## src/rtl/serial_adder_ctrl.sv

```systemverilog
// Bit-serial adder controller driving an external gate-level full-adder cell, LSB first.
// Optional subtract mode (a - b via ~b plus carry-in 1) is enabled by defining SERIAL_ADD_SUB_EN.
module serial_adder_ctrl #(
    parameter int WIDTH = 8
) (
    input  logic             clk,
    input  logic             rst_n,
    input  logic             start,
    input  logic [WIDTH-1:0] a,
    input  logic [WIDTH-1:0] b,
    input  logic             cin,
`ifdef SERIAL_ADD_SUB_EN
    input  logic             sub,
`endif
    output logic             fa_a,
    output logic             fa_b,
    output logic             fa_cin,
    input  logic             fa_sum,
    input  logic             fa_carry,
    output logic             busy,
    output logic             done,
    output logic [WIDTH-1:0] sum,
    output logic             cout
);

    localparam int CNT_W = $clog2(WIDTH);
    localparam logic [CNT_W-1:0] LAST = CNT_W'(WIDTH - 1);

    typedef enum logic [1:0] {
        IDLE = 2'd0,
        RUN  = 2'd1,
        DONE = 2'd2
    } state_t;

    state_t           state;
    logic [WIDTH-1:0] a_sh;
    logic [WIDTH-1:0] b_sh;
    logic [WIDTH-2:0] s_sh;
    logic             carry;
    logic [CNT_W-1:0] cnt;

    logic [WIDTH-1:0] b_load;
    logic             c_load;

`ifdef SERIAL_ADD_SUB_EN
    // Two's-complement subtract: invert b and force the initial carry to 1.
    assign b_load = sub ? ~b : b;
    assign c_load = sub | cin;
`else
    assign b_load = b;
    assign c_load = cin;
`endif

    // busy mirrors state == RUN, so the cell sees zeros whenever we are not streaming.
    assign fa_a   = busy & a_sh[0];
    assign fa_b   = busy & b_sh[0];
    assign fa_cin = busy & carry;

    always_ff @(posedge clk) begin
        if (!rst_n) begin
            state <= IDLE;
            busy  <= 1'b0;
            done  <= 1'b0;
            sum   <= '0;
            cout  <= 1'b0;
            a_sh  <= '0;
            b_sh  <= '0;
            s_sh  <= '0;
            carry <= 1'b0;
            cnt   <= '0;
        end else begin
            done <= 1'b0;
            case (state)
                IDLE, DONE: begin
                    if (start) begin
                        a_sh  <= a;
                        b_sh  <= b_load;
                        carry <= c_load;
                        cnt   <= '0;
                        busy  <= 1'b1;
                        state <= RUN;
                    end else begin
                        state <= IDLE;
                    end
                end
                RUN: begin
                    // Only WIDTH-1 sum bits are stored; the final bit goes straight into sum.
                    s_sh  <= (s_sh >> 1) | ((WIDTH-1)'(fa_sum) << (WIDTH - 2));
                    carry <= fa_carry;
                    a_sh  <= a_sh >> 1;
                    b_sh  <= b_sh >> 1;
                    cnt   <= cnt + 1'b1;
                    if (cnt == LAST) begin
                        sum   <= {fa_sum, s_sh};
                        cout  <= fa_carry;
                        busy  <= 1'b0;
                        done  <= 1'b1;
                        state <= DONE;
                    end
                end
                default: begin
                    busy  <= 1'b0;
                    state <= IDLE;
                end
            endcase
        end
    end

endmodule

```

## config.mk

```make
export PLATFORM = sky130hd
export DESIGN_NAME = serial_adder_ctrl
export DESIGN_NICKNAME = d
export VERILOG_FILES = /design/src/rtl/serial_adder_ctrl.sv
export SDC_FILE = /design/constraint.sdc
export NUM_CORES = 1
export LEC_CHECK = 0
export CAP_MARGIN = 20
export CORE_AREA = 8 8 73 75
export CTS_CLUSTER_DIAMETER = 80
export CTS_CLUSTER_SIZE = 28
export DETAILED_ROUTE_END_ITERATION = 8
export DIE_AREA = 0 0 81 83
export PLACE_DENSITY = 0.71
export SYNTH_ARGS = -nofsm -noshare
export SYNTH_HDL_FRONTEND = slang
export SYNTH_SLANG_ARGS = --single-unit
```

## constraint.sdc

```tcl
create_clock -name clk -period 2.9 [get_ports clk]
set_input_delay 0.435 -clock clk [delete_from_list [all_inputs] [get_ports clk]]
set_output_delay 0.435 -clock clk [all_outputs]
set_load 0.01 [all_outputs]
```

[Yosys cells after proc, flatten, opt, wreduce, memory -nomap -nowiden]
Index checks and enable logic that the tools add are counted.
Operators by class
  reduce and logical (&&, ||, !) cells: 7
  muxes and demuxes: 15
  equality and inequality tests: 5
  bitwise operators: 4
  add/subtract/negate cells: 1
Operators by type and width (number)
  $pmux W8 S2: 2
  $mux W8: 2
  $reduce_and A2 Y1: 4
  $or A6 B7 Y7: 1
  $pmux W3 S2: 1
  $mux W1: 5
  $ne A2 B2 Y1 const B: 2
  $pmux W1 S2: 2
  $pmux W2 S2: 1
  $add A3 B1 Y3 const B: 1
  $and A1 B1 Y1: 3
  $eq A3 B3 Y1 const B: 1
  $mux W3: 1
  $eq A2 B1 Y1 const B: 1
  $eq A2 B2 Y1 const B: 1
  $logic_not A2 Y1: 1
  $mux W2: 1
  $reduce_bool A2 Y1: 1
  $reduce_or A2 Y1: 1
Storage, ports and cells
  output and inout bits: 14
  logic and storage cells: 42
  bits in registers: 40
  input bits: 22

[Longest topological paths before layout]
  depth after elaboration: 4
  depth in mapped cells: 5
  depth with buffers taken out: 5

[Least setup slack after synthesis]
No wires, ideal clock.
  kind: reg-to-reg
  start point: register cnt[0]
  end point: register cout
  stages on the path, launching flop included: 6
  arrival: 1.139 ns
  period minus slack after synthesis: 1.215 ns
  buffers on the path: 1
  library setup time: 0.076 ns
  path slack: 1.685 ns
  data required time: 2.824 ns
  path through: dfxtp_1 -> ha_1 -> ha_1 -> buf_1 -> nand3_1 -> a21boi_0
On the way
  word-level cells in the longest chain between the ends: 2
Ends and longest elaborated chain
  from (decl): RTL line 40  | logic [CNT_W-1:0] cnt;
  from (signal assigned): RTL line 92  | cnt <= cnt + 1'b1;
  $eq A3 B3 Y1: RTL line 93  | if (cnt == LAST) begin
  $reduce_and A2 Y1 (no line)
  to (signal assigned): RTL line 95  | cout <= fa_carry;
  to (decl): RTL line 23  | output logic cout
No other way between the ends.
A chain may end at the register's enable or synchronous reset.

[Worst setup path after layout]
  start point: register busy
  end point: output fa_a
On the way
  word-level cells in the longest chain between the ends: 1
Ends and longest elaborated chain
  from (decl): RTL line 20  | output logic busy,
  from (signal assigned): RTL line 62  | busy <= 1'b0;
  from (signal assigned): RTL line 80  | busy <= 1'b1;
  from (signal assigned): RTL line 96  | busy <= 1'b0;
  $and A1 B1 Y1: RTL line 55  | assign fa_a = busy & a_sh[0];
  to (decl): RTL line 15  | output logic fa_a,
No other way between the ends.

==> results.json <==
{
  "final_cell_mix": "nand2_1, dfxtp_1, clkdlybuf4s50_1",
  "p_sw_frac": 0.235,
  "power.switching_uw": 255,
  "clock-sinks": 40,
  "place_ws_ps": 907,
  "clockBufferDepth": 2,
  "rsz0062_at_grt": "false",
  "slew_viol_final": 0,
  "syn_area_um2": 1620,
  "yosys_warnings": 0,
  "drt_iter0_markers": 87,
  "hold_viol_final": 0,
  "crit_arrival_ps": 1430,
  "antenna_cells": 0,
  "die_y_um": 83,
  "wl_met2_mm": 1.53,
  "hold_class": "flop to flop",
  "dieArea_um2": 6720,
  "setup_viol": 0,
  "grt_pass1_vias": 1341,
  "wl_per_cell_um": 12.3,
  "relSlewSlack": 0.458,
  "drt-met1-wl_mm": 1.62,
  "p_clk_frac": 0.340,
  "wl_met3_um": 251,
  "vias_per_cell": 4.86,
  "cts-root-buf": "clkbuf_8",
  "syn_avg_cell_area_um2": 8.29,
  "cp-start-kind": "flop",
  "rows": 24,
  "antenna_found_initial": 0,
  "power.share.combinational": 0.115,
  "final_area_um2": 2060,
  "synth_cell_types": 21,
  "cts_max_level": 2,
  "routed_wl_mm": 3.41,
  "drc": 0,
  "drv_cap": 0,
  "ctsResizeCount": 0,
  "clock.fmax_mhz": 535,
  "layout_setup_ws_ps": 1030,
  "cpPeakStageDelay_ps": 550,
  "p_per_area_nw_per_um2": 527,
  "grt_pass1_wl_mm": 5.79,
  "pwr-share-seq": 0.545,
  "grt_max_degree": 27,
  "first_pass_iters": 4,
  "grt_overflow": 0,
  "synthesis.nets": 220,
  "path_max_fanout": 5,
  "syn-instance-count": 196,
  "fin_crit_sh": 0.645,
  "io_buffers": 35,
  "postCtsHoldBufs": 0,
  "ys_seq_area_frac": 0.493,
  "worst_pin_slew_ps": 813,
  "die_w_um": 81,
  "drive_gt1_frac": 0.0398,
  "cpMaxStageDelayCell": "clkdlybuf4s50_1",
  "status": "finished, final reports clean",
  "post_dp_cell_area_um2": 1970,
  "dp_hpwl_mm": 2.36,
  "fin_tns_setup_ps": 0,
  "nets": 249,
  "post-cts-setup-buffer-count": 0,
  "critPathCaptureType": "primary output",
  "layout_commonest_cell": "nand2_1",
  "stdcell_count": 278,
  "vias": 1351,
  "period_needed_ps": 1870,
  "ys_seq_elements": 40,
  "cts_tree": "done",
  "final_antenna_net_count": 0,
  "clk_latency_ps": 280,
  "io_pins": 36,
  "fin_hold_ws_ps": 459,
  "p_int_uw": 831,
  "clkSlewWorstSetupHoldPaths_ps": 70,
  "core_area_um2": 4200,
  "area.growth.synth_to_final_pct": 27.0,
  "initial_utilization": 0.386,
  "place_congestion": 0.746,
  "highest_layer": "met4",
  "ir_drop_uv": 257,
  "skew_ps": 3.64,
  "path_cells": "and2_1, clkdlybuf4s50_1",
  "cts_buffers": 5,
  "dp_cells": 270,
  "grt_usage": 0.103,
  "p_leak_uw": 0.000732,
  "required_ps": 2470,
  "critical_path_class": "flop to primary output"
}
==> through the flow <==
step                power, µW   util
floorplan                 683      -
global placement          727  0.469
detailed placement        729  0.469
CTS                      1100  0.490
global route             1140  0.490
finish                   1090  0.490
==> synthesized netlist by cell type (all sizes together) <==
cell type | n | area [µm²]
o21ai | 17 | 85.1
a21boi | 20 | 150
ha | 2 | 25.0
nand3 | 13 | 65.1
nand3b | 1 | 7.51
nor2b | 2 | 12.5
nor2 | 1 | 3.75
buf | 11 | 71.3
clkbuf | 5 | 18.8
nand2b | 2 | 12.5
a31oi | 15 | 93.8
and2 | 4 | 25.0
and2b | 1 | 7.51
o21a | 1 | 7.51
and3 | 3 | 18.8
dfxtp | 40 | 801
nand2 | 57 | 214
a21oi | 1 | 5.00
==> power groups by stage <==
stage                     logic (µW)  clock network (µW)  registers, µW
final                            125                 370            592
after CTS                        126                 381            591
after global placement           123                   0            603
after floorplan                 83.4                   0            600
after detailed placement         125                   0            604
after global routing             140                 406            595
==> sequential cells by signal, indices dropped and copies added (netlist names), 2 cells and up <==
name   flops
a_sh       8
b_sh       8
sum        8
s_sh       7
cnt        3
state      2
==> logic make-up after synthesis <==
family                   count (synthesis)  synth area share
AND/OR/NAND/NOR                         84             0.226
AO/OA/AOI/OAI                           54             0.210
flip-flops                              40             0.493
buffers and inverters                   16            0.0555
adder cells (fa/ha/maj)                  2            0.0154
==> final timing paths <==
kind / to / start / cells past startpoint / slack (ps)
setup / recovery: fa_a / busy / 2 / 1030
hold / removal: sum[7] / sum[7] / 2 / 460
setup reg to reg: state[0] / state[1] / 4 / 1140
hold reg to reg: sum[7] / sum[7] / 2 / 460
==> critical path, delay by kind of cell (launching register included) <==
kind	cells	cell delay, ps
buffers and inverters	1	550
DFF	1	440
and+or+nand+nor	1	170
==> area by class of cell <==
type / instances / area [µm²]
fill: 420 / 2140
tap: 52 / 65.1
clock buffer: 8 / 90.1
sequential: 40 / 801
multi-input combinational: 140 / 733
timing repair buffer: 38 / 373
==> layer usage <==
metal | up-vias | track usage
met4 | 0 | 0.0293
li1 | 721 | -
met2 | 38 | 0.158
met3 | 2 | 0.0388
met1 | 590 | 0.130
met5 | - | 0
No activity file was read; power rests on OpenSTA's default activity.
